File: config.mk
export PLATFORM = sky130hd
export DESIGN_NAME = nibble_seq_adder_flat
export DESIGN_NICKNAME = d
export VERILOG_FILES = /design/src/rtl/nibble_seq_adder_pkg.sv /design/src/rtl/nibble_seq_adder_if.sv /design/src/rtl/nibble_seq_adder_adder4bit.sv /design/src/rtl/nibble_seq_adder.sv /design/src/flat_wrapper.sv
export SDC_FILE = /design/constraint.sdc
export NUM_CORES = 1
export LEC_CHECK = 0
export CELL_PAD_IN_SITES_DETAIL_PLACEMENT = 1
export CELL_PAD_IN_SITES_GLOBAL_PLACEMENT = 2
export CORE_AREA = 10 10 132 104
export DETAILED_ROUTE_END_ITERATION = 7
export DIE_AREA = 0 0 142 114
export GPL_TIMING_DRIVEN = 0
export MAX_ROUTING_LAYER = met4
export PLACE_DENSITY_LB_ADDON = 0.1
export SYNTH_ARGS = -nofsm -noshare
export SYNTH_HDL_FRONTEND = slang
export SYNTH_HIERARCHICAL = 1
export SYNTH_SLANG_ARGS = --single-unit
File: constraint.sdc
create_clock -name i_clk -period 3.4 [get_ports i_clk]
set_input_delay 0.68 -clock i_clk [delete_from_list [all_inputs] [get_ports i_clk]]
set_output_delay 0.68 -clock i_clk [all_outputs]
set_load 0.1 [all_outputs]
File: src/rtl/nibble_seq_adder_pkg.sv
// nibble_seq_adder_pkg: shared FSM encoding and default slice count for nibble_seq_adder
package nibble_seq_adder_pkg;
    typedef enum logic [1:0] {
        S_IDLE = 2'd0,
        S_RUN  = 2'd1,
        S_DONE = 2'd2
    } state_t;
    localparam int NIBBLES_DEF = 4;
endpackage

File: src/rtl/nibble_seq_adder_if.sv
// nibble_seq_adder_if: request/result bundle of nibble_seq_adder
//   i_start : request to begin an addition (sampled in IDLE only)
//   i_a/i_b : W-bit operands, i_cin : carry-in
//   o_busy  : high in RUN and DONE, o_done : one-cycle result-valid pulse
//   o_sum   : W-bit registered result, o_cout : registered carry-out
interface nibble_seq_adder_if #(parameter int W = 16);
    logic         i_start;
    logic [W-1:0] i_a;
    logic [W-1:0] i_b;
    logic         i_cin;
    logic         o_busy;
    logic         o_done;
    logic [W-1:0] o_sum;
    logic         o_cout;
    modport master (output i_start, i_a, i_b, i_cin, input o_busy, o_done, o_sum, o_cout);
    modport slave  (input i_start, i_a, i_b, i_cin, output o_busy, o_done, o_sum, o_cout);
endinterface

File: src/rtl/nibble_seq_adder_adder4bit.sv
// Adder4bit: purely combinational 4-bit ripple-carry adder
//   i_a/i_b : 4-bit addends, i_cin : carry-in
//   o_sum   : 4-bit sum, o_cout : carry out of bit 3
module Adder4bit (
    input  logic [3:0] i_a,
    input  logic [3:0] i_b,
    input  logic       i_cin,
    output logic [3:0] o_sum,
    output logic       o_cout
);
    logic [4:0] w_c;
    assign w_c[0] = i_cin;
    for (genvar g = 0; g < 4; g++) begin : g_fa
        assign o_sum[g]  = i_a[g] ^ i_b[g] ^ w_c[g];
        assign w_c[g+1]  = (i_a[g] & i_b[g]) | (w_c[g] & (i_a[g] ^ i_b[g]));
    end
    assign o_cout = w_c[4];
endmodule

File: src/rtl/nibble_seq_adder.sv
// nibble_seq_adder: W-bit adder that processes one 4-bit slice per clock through a single Adder4bit
//   i_clk : rising-edge clock
//   i_rst : asynchronous active-high reset
//   bus   : slave side of nibble_seq_adder_if (start/operands in, busy/done/sum/cout out)
module nibble_seq_adder
    import nibble_seq_adder_pkg::*;
#(
    parameter int NIBBLES = NIBBLES_DEF
) (
    input  logic                i_clk,
    input  logic                i_rst,
    nibble_seq_adder_if.slave   bus
);
    localparam int W  = 4 * NIBBLES;
    localparam int IW = $clog2(NIBBLES) + 1;

    state_t          r_state;
    state_t          w_state_next;
    logic [IW-1:0]   r_idx;
    logic [W-1:0]    r_a;
    logic [W-1:0]    r_b;
    logic            r_carry;
    logic [W-1:0]    r_psum;
    logic [W-1:0]    r_sum;
    logic            r_cout;
    logic [3:0]      w_an;
    logic [3:0]      w_bn;
    logic [3:0]      w_nsum;
    logic            w_ncout;
    logic            w_last;
    logic [W-1:0]    w_psum_next;

    // Current slice of each captured operand, selected by the index
    assign w_an   = 4'(r_a >> (4 * r_idx));
    assign w_bn   = 4'(r_b >> (4 * r_idx));
    assign w_last = (r_idx == IW'(NIBBLES - 1));

    Adder4bit u_add (
        .i_a    (w_an),
        .i_b    (w_bn),
        .i_cin  (r_carry),
        .o_sum  (w_nsum),
        .o_cout (w_ncout)
    );

    // Partial sum with the current slice merged in, so the final edge can load SUM directly
    always_comb begin
        w_psum_next = r_psum;
        for (int k = 0; k < NIBBLES; k++)
            if (r_idx == IW'(k)) w_psum_next[4*k +: 4] = w_nsum;
    end

    always_comb begin
        w_state_next = r_state;
        case (r_state)
            S_IDLE:  w_state_next = bus.i_start ? S_RUN : S_IDLE;
            S_RUN:   w_state_next = w_last ? S_DONE : S_RUN;
            S_DONE:  w_state_next = S_IDLE;
            default: w_state_next = S_IDLE;
        endcase
    end

    always_ff @(posedge i_clk or posedge i_rst) begin
        if (i_rst) begin
            r_state <= S_IDLE;
            r_idx   <= '0;
            r_a     <= '0;
            r_b     <= '0;
            r_carry <= 1'b0;
            r_psum  <= '0;
            r_sum   <= '0;
            r_cout  <= 1'b0;
        end else begin
            r_state <= w_state_next;
            if (r_state == S_IDLE && bus.i_start) begin
                r_a     <= bus.i_a;
                r_b     <= bus.i_b;
                r_carry <= bus.i_cin;
                r_idx   <= '0;
                r_psum  <= '0;
            end else if (r_state == S_RUN) begin
                r_psum  <= w_psum_next;
                r_carry <= w_ncout;
                r_idx   <= r_idx + 1'b1;
                if (w_last) begin
                    r_sum  <= w_psum_next;
                    r_cout <= w_ncout;
                end
            end
        end
    end

    assign bus.o_busy = (r_state != S_IDLE);
    assign bus.o_done = (r_state == S_DONE);
    assign bus.o_sum  = r_sum;
    assign bus.o_cout = r_cout;
endmodule

File: src/flat_wrapper.sv
// flat-port wrapper written by rule: the top's interface ports become plain ports
module nibble_seq_adder_flat import nibble_seq_adder_pkg::*;
#(
    parameter int NIBBLES = NIBBLES_DEF
)
  (i_clk, i_rst, bus_i_start, bus_i_a, bus_i_b, bus_i_cin, bus_o_busy, bus_o_done, bus_o_sum, bus_o_cout);
  nibble_seq_adder_if #(.W((16))) bus_i ();
  input  logic i_clk;
  input  logic i_rst;
  input wire logic [$bits(bus_i.i_start)-1:0] bus_i_start;
  input wire logic [$bits(bus_i.i_a)-1:0] bus_i_a;
  input wire logic [$bits(bus_i.i_b)-1:0] bus_i_b;
  input wire logic [$bits(bus_i.i_cin)-1:0] bus_i_cin;
  output wire logic [$bits(bus_i.o_busy)-1:0] bus_o_busy;
  output wire logic [$bits(bus_i.o_done)-1:0] bus_o_done;
  output wire logic [$bits(bus_i.o_sum)-1:0] bus_o_sum;
  output wire logic [$bits(bus_i.o_cout)-1:0] bus_o_cout;
  assign bus_i.i_start = bus_i_start;
  assign bus_i.i_a = bus_i_a;
  assign bus_i.i_b = bus_i_b;
  assign bus_i.i_cin = bus_i_cin;
  assign bus_o_busy = bus_i.o_busy;
  assign bus_o_done = bus_i.o_done;
  assign bus_o_sum = bus_i.o_sum;
  assign bus_o_cout = bus_i.o_cout;
  nibble_seq_adder #(.NIBBLES(NIBBLES)) u_core (.i_clk(i_clk), .i_rst(i_rst), .bus(bus_i));
endmodule
==> qor.csv, run 1 <==
stage,metric,value,unit
run_status,outcome,completed,
route,DR vias,2471,
route,First-pass DRT Iterations,4,
route,Avg WL per Cell,18.14,um
timing,fin worst setup slack,0.1429,ns
clock_network,clock slew at reported path FFs,0.06,ns
run,max_cap viols,0,
timing,Peak Freq,0.3070,GHz
synthesis,Post-synth EDFFs,0,
grt,antenna violations before repair,0,
clock_network,Post-CTS Hold Fix Bufs,0,
worst_setup_path,worst path cell trace,"buf_4, mux4_2, and2_4, fa_1, inv_1, fa_1, inv_1, fa_1, inv_1, fa_1, inv_4, mux2i_1, o21ai_0",
synthesis,top post-synthesis cells by area,"dfrtp_1, mux2_4, mux4_2, o21ai_0, nand2_1",
final_layout,Post-layout nets,411,
timing,Tcrit/Tclk final,95.80,%
timing,unrepaired setup endpoints after global routing,yes,
final_layout,area delta synth->final,29.43,%
final_layout,antenna cells,0,
worst_setup_path,most frequent CP cell,fa_1,
floorplanning,Die ar.,16190,um2
timing,"Slew Viols, Final",0,
worst_setup_path,Critical R2R Launch,u_core/r_idx[0]$_DFFE_PP0P_,
timing,Period minus WS final,3.257,ns
clock_network,clk buf depth,2,
worst_setup_path,WP data arrival,3.51,ns
floorplanning,# rows,34,
synthesis,Mapped Cells,298,
grt,met3 Track Usage GR,3.530,%
synthesis,Netlist Area Pre-Place,3597,um2
worst_setup_path,Worst Setup SP,u_core/r_idx[0]$_DFFE_PP0P_,
timing,Final Hold Vio Count,0,
worst_setup_path,Crit path depth,13,
worst_setup_path,Max Fanout on Critical Path,8,
grt,met1 usage,17.45,%
clock_network,Inserted Clock Buffers,9,
synthesis,Yosys top cell by area,dfrtp_1,
floorplanning,Initial Util,32.03,%
placement,gpl congestion,0.7676,
grt,first-pass GRT wire length,15660,um
synthesis,post-synthesis sequential area ratio,49.39,%
synthesis,"flops & latches, synth",71,
worst_setup_path,register-to-register setup slack,0.14,ns
grt,grt met2 use,17.47,%
timing,Final TNS setup,0,ns
route,Iter 0 DRT Violations,76,
placement,worst slack at placement,-0.4987,ns
worst_setup_path,WP data required,3.65,ns
floorplanning,core area,11230,um2
worst_setup_path,worst setup path category,register to register,
clock_network,clock latency on the worst-skew pair,0.34,ns
grt,GR peak layer,met2,
grt,GR Overflow Total,0,
worst_setup_path,CP startpoint kind,register,
worst_hold_path,hold wc startpoint,u_core/bus.o_sum[3]$_DFFE_PP0P_,
clock_network,clock root cell,clkbuf_16,
final_layout,area of the multi-input gates,1597,um2
grt,GRT Util Overall,12.64,%
worst_hold_path,hold path depth,2,
final_layout,most frequent cells in the layout,"dfrtp_1, clkdlybuf4s50_1, nand2_1, mux2_4, o21ai_0",
clock_network,clock sinks,71,
synthesis,Syn Area/Cell,12.07,um2
floorplanning,Die Y,114,um
final_layout,"commonest non-fill, non-tap cell in the layout",dfrtp_1,
worst_setup_path,CP Capture Type,register,
route,Total Wirelength,9325,um
worst_setup_path,worst r2r path cells,13,
worst_hold_path,hold crit path type,register to register,
synthesis,Synth top area share,49.39,%
timing,worst slew pin tran,0.9852,ns
placement,Port Buffers,54,
route,Final ANT Viol Nets,0,
timing,Setup Skew,0.008557,ns
final_layout,fillcell total,1236,
floorplanning,Ports,55,
final_layout,FF+latch area,1778,um2
worst_setup_path,peak per-stage delay on the critical path,0.49,ns
grt,largest net degree at the start of global routing,59,
synthesis,Synth cell types,32,
worst_setup_path,critical path's top delay family,adder cells,
clock_network,CTS tree,yes,
final_layout,share of layout cells above drive strength 1,20.81,%
worst_setup_path,Slowest cell on crit path,mux4_2,
synthesis,ys async rst share,100.0,%
route,# DRC,0,
timing,final setup fails,0,
synthesis,Synth Net Count,344,
synthesis,ys flop type,dfrtp_1,
clock_network,CTS HTree Levels,3,
timing,Worst slew margin,34.11,%
placement,Final HPWL DP,6601,um
grt,number of global-route vias before repair,2801,
worst_setup_path,CP bufs+invs,5,
synthesis,synth warn,6,
route,via-per-instance ratio,4.807,
floorplanning,Die W,142,um
==> repair_timing <==
| action | in CTS | in global routing |
|---|---|---|
| pin swaps | 0 | 2 |
| setup endpoints to repair | 17 | 13 |
| gates resized for setup | 6 | 9 |
| setup buffers | 1 | 1 |
==> sequential cells by signal (all words and copies together), names as in the netlist <==
register and flops:
u_core/r_state 2, u_core/r_idx 3, u_core/r_psum 16, u_core/r_a 16, u_core/bus.o_cout 1, u_core/r_b 16, u_core/bus.o_sum 16, u_core/r_carry 1
==> layer usage <==
metal / share of wire (%) / wire length [um]
met1: 52 / 4852
met2: 43 / 3997
met3: 3.9 / 361
met4: 1.2 / 114
met5: 0 / 0
==> final cells by class <==
| class | instances | share of cell area, % |
|---|---|---|
| plain buffers | 22 | 3.736 |
| clock buffers | 12 | 5.509 |
| clock inverters | 4 | 0.4300 |
| inverters | 17 | 1.478 |
| multi-input cells | 187 | 34.29 |
| flip-flops and latches | 71 | 38.19 |
| well taps | 144 | 3.870 |
| repair buffers | 57 | 12.50 |
==> worst paths after layout <==
path / end
setup / recovery: u_core/bus.o_sum[11]$_DFFE_PP0P_
hold / removal: u_core/bus.o_sum[3]$_DFFE_PP0P_
setup reg to reg: u_core/bus.o_sum[11]$_DFFE_PP0P_
hold reg to reg: u_core/bus.o_sum[3]$_DFFE_PP0P_
max in group asynchronous: u_core/r_idx[0]$_DFFE_PP0P_
min in group asynchronous: u_core/bus.o_sum[9]$_DFFE_PP0P_
==> through the flow <==
stage,hold slack (ns),std cells,cell area [um2],utilization (%)
finish,0.4758,514,4656,41.46
global route,0.5173,514,4656,41.46
CTS,0.4829,513,4638,41.30
detailed placement,0.4696,497,4348,38.71
global placement,0.4559,496,4318,38.45
floorplan,0.4422,298,3597,-
==> tightest hold or removal path: stages, from the launching register on <==
cell,delay (ns)
dfrtp_1,0.34
nand2_1,0.05
o21ai_0,0.06
==> logic make-up after synthesis <==
logic type / after synthesis / synth area share [%]
compound gates: 59 / 9.287
mux: 53 / 21.81
flops: 71 / 49.39
simple gates: 65 / 8.904
buf+inv: 40 / 6.295
fa+ha+maj: 10 / 4.313
==> cell usage after synthesis (all sizes together) (9+ instances only) <==
master / n
dfrtp: 71
nand2: 37
o21ai: 35
mux2: 33
inv: 17
a22oi: 12
buf: 12
mux2i: 12
clkbuf: 11
a21oi: 9
and2: 9
Power of run 1 is left out: the tool's default activity adds up to more than one toggle a clock period on the data nets, which glitch-free logic cannot reach.
==> run 2: changes to the inputs <==
--- a/config.mk
+++ b/config.mk
@@ -7,12 +7,13 @@
 export LEC_CHECK = 0
 export CELL_PAD_IN_SITES_DETAIL_PLACEMENT = 1
 export CELL_PAD_IN_SITES_GLOBAL_PLACEMENT = 2
-export CORE_AREA = 10 10 132 104
+export CORE_AREA = 2 2 124 96
 export DETAILED_ROUTE_END_ITERATION = 7
-export DIE_AREA = 0 0 142 114
+export DIE_AREA = 0 0 126 98
 export GPL_TIMING_DRIVEN = 0
 export MAX_ROUTING_LAYER = met4
 export PLACE_DENSITY_LB_ADDON = 0.1
+export SETUP_SLACK_MARGIN = 0.02
 export SYNTH_ARGS = -nofsm -noshare
 export SYNTH_HDL_FRONTEND = slang
 export SYNTH_HIERARCHICAL = 1
==> run 2 against run 1 <==
  * Via count shrank 2.0%
  * Design area grew 1.4%
  * Critical path depth is the same
  * Worst hold slack lost 0.0020 ns
  * Clock skew shrank 0.0021 ns
  * Core utilization grew 0.57 points
  * Sequential share of layout area shrank 0.52 points
  * Clock-buffer cell count shrank 3
  * Register-to-register slack gained 0.04 ns
  * Final cell count grew 0.19%
  * First-iteration DRC count grew 71%
  * Critical endpoint is now u_core/r_psum[3]$_DFFE_PP0P_
  * Highest routed layer unchanged
==> qor.csv, run 2 (synthesis gave the netlist of run 1 again) <==
stage,metric,value,unit,change
run_status,outcome,completed,,
route,Avg WL per Cell,17.09,um,-5.8%
grt,GRT Util Overall,16.02,%,+3.4 points
clock_network,clock sinks,71,,unchanged
route,via-per-instance ratio,4.701,,-2.2%
final_layout,antenna cells,0,,unchanged
placement,Placement Cell Area,4348,um2,unchanged
timing,Fin Hold WS,0.4739,ns,-0.001954 ns
worst_setup_path,worst setup path category,register to register,,
floorplanning,Die Y,98,um,-14%
clock_network,CTS HTree Levels,3,,unchanged
worst_hold_path,hold path depth,2,,unchanged
worst_setup_path,CP startpoint kind,register,,
grt,largest net degree at the start of global routing,54,,-8.5%
worst_setup_path,Max Fanout on Critical Path,8,,unchanged
floorplanning,Die W,126,um,-11%
timing,final setup fails,0,,unchanged
grt,first-pass GRT wire length,14940,um,-4.6%
route,Total Wirelength,8800,um,-5.6%
clock_network,Inserted Clock Buffers,9,,unchanged
floorplanning,Ports,55,,unchanged
worst_setup_path,Critical R2R Launch,u_core/r_idx[0]$_DFFE_PP0P_,,
timing,"Slew Viols, Final",0,,unchanged
placement,Port Buffers,54,,unchanged
route,Iter 0 DRT Violations,130,,+71%
floorplanning,# rows,34,,unchanged
run,max_cap viols,0,,unchanged
worst_setup_path,WP data required,3.66,ns,about the same
final_layout,Final Cell Area,4720,um2,+1.4%
timing,Period minus WS final,3.213,ns,-0.04441 ns
floorplanning,core area,11230,um2,unchanged
final_layout,area delta synth->final,31.20,%,
clock_network,CTS tree,yes,,
final_layout,most frequent cells in the layout,"dfrtp_1, clkdlybuf4s50_1, nand2_1, mux2_4, o21ai_0",,
timing,Setup Skew,0.006467,ns,-0.002090 ns
placement,gpl congestion,0.7859,,+2.4%
timing,Final TNS setup,0,ns,unchanged
timing,Worst slew margin,34.84,%,+0.73 points
final_layout,fillcell total,1213,,-1.9%
worst_setup_path,CP Capture Type,register,,
grt,number of global-route vias before repair,2791,,-0.36%
worst_setup_path,register-to-register setup slack,0.19,ns,+0.04 ns
worst_setup_path,WP data arrival,3.47,ns,-0.04 ns
floorplanning,Die ar.,12350,um2,-24%
worst_hold_path,hold wc startpoint,u_core/r_psum[15]$_DFFE_PP0P_,,
clock_network,clk buf depth,2,,unchanged
worst_setup_path,RR Endpoint,u_core/r_psum[3]$_DFFE_PP0P_,,
timing,unrepaired setup endpoints after global routing,no,,
timing,Peak Freq,0.3113,GHz,+1.4%
final_layout,Post-layout nets,412,,+0.24%
route,First-pass DRT Iterations,4,,unchanged
grt,antenna violations before repair,0,,unchanged
grt,GR Overflow Total,0,,unchanged
final_layout,"commonest non-fill, non-tap cell in the layout",dfrtp_1,,
route,# DRC,0,,unchanged
timing,worst slew pin tran,0.9743,ns,-0.01094 ns
worst_hold_path,hold crit path type,register to register,,
placement,Final HPWL DP,6175,um,-6.5%
timing,Tcrit/Tclk final,94.49,%,-1.3 points
floorplanning,Initial Util,32.03,%,unchanged
route,DR vias,2421,,-2.0%
worst_hold_path,Hold EP,u_core/r_psum[15]$_DFFE_PP0P_,,
clock_network,clock slew at reported path FFs,0.06,ns,about the same
worst_setup_path,worst r2r path cells,13,,unchanged
clock_network,clock root cell,clkbuf_16,,
timing,Final Hold Vio Count,0,,unchanged
route,Final ANT Viol Nets,0,,unchanged
final_layout,share of layout cells above drive strength 1,21.56,%,+0.75 points
clock_network,clock latency on the worst-skew pair,0.33,ns,about the same
-- run 2: cell count changes in the layout (fill, tap and decap cells not counted), sizes merged --
cell      previous run  this run
buf                 14        16
clkinvlp             0         1
clkinv               4         3
clkbuf              23        19
inv                 17        18
bufinv               0         2
-- run 2: critical path, cell delays in order, from the launching register on --
cell and delay, ns:
dfrtp_2 0.41, buf_12 0.12, mux4_2 0.49, and2_4 0.18, fa_1 0.41, inv_1 0.07
fa_1 0.15, inv_1 0.05, fa_1 0.37, inv_2 0.07, fa_1 0.45, inv_4 0.14
a22oi_1 0.08, o21ai_1 0.15
-- run 2: final cells by class --
class | count | area, um2 | area share [%]
clock inverters | 7 | 95.09 | 2.015
inverters | 17 | 68.82 | 1.458
plain buffers | 22 | 173.9 | 3.685
repair buffers | 58 | 601.8 | 12.75
clock buffers | 9 | 225.2 | 4.772
well taps | 144 | 180.2 | 3.818
flip-flops and latches | 71 | 1778 | 37.67
multi-input cells | 187 | 1597 | 33.83
-- run 2: routing by layer --
metal	global-route usage, %	wire length (um)	share of wire, %	up-vias
li1	-	-	-	1159
met4	4.057	99	1.1	0
met2	22.66	3758	43	37
met3	4.055	281	3.2	9
met1	22.94	4661	53	1216
met5	-	0	0	-
-- run 2: worst max-delay path by stage --
| stage | start | end | slack (ns) | cells past startpoint |
|---|---|---|---|---|
| 6_report | u_core/r_idx[0]$_DFFE_PP0P_ | u_core/r_psum[3]$_DFFE_PP0P_ | 0.19 | 13 |
| 5_1_grt | u_core/r_idx[0]$_DFFE_PP0P_ | u_core/r_psum[3]$_DFFE_PP0P_ | 0.03 | 13 |
| 4_1_cts | u_core/r_idx[0]$_DFFE_PP0P_ | u_core/bus.o_sum[15]$_DFFE_PP0P_ | 0.04 | 13 |
| 3_5_place_dp | u_core/r_idx[0]$_DFFE_PP0P_ | u_core/bus.o_sum[11]$_DFFE_PP0P_ | -0.42 | 14 |
| 3_3_place_gp | i_rst | u_core/bus.o_sum[15]$_DFFE_PP0P_ | -0.57 | 2 |
| 2_1_floorplan | u_core/r_idx[0]$_DFFE_PP0P_ | u_core/r_psum[11]$_DFFE_PP0P_ | 0.13 | 14 |
-- run 2: repair_timing --
| action | CTS | global route |
|---|---|---|
| gates resized for setup | 6 | 11 |
| hold buffers | 0 | 0 |
| pin swaps | 0 | 2 |
| endpoints found under the hold margin | 0 | 0 |
| setup buffers | 0 | 3 |
| endpoints found under the setup margin | 17 | 15 |
-- run 2: metrics by stage --
step | setup slack, ns | util (%) | std cells
final | 0.1873 | 42.02 | 515
after global routing | 0.02826 | 42.02 | 515
after CTS | 0.03568 | 41.62 | 512
after detailed placement | -0.4188 | 38.71 | 497
after global placement | -0.5673 | 38.45 | 496
after floorplan | 0.1278 | - | 298
Power of run 2 is left out for the same reason.
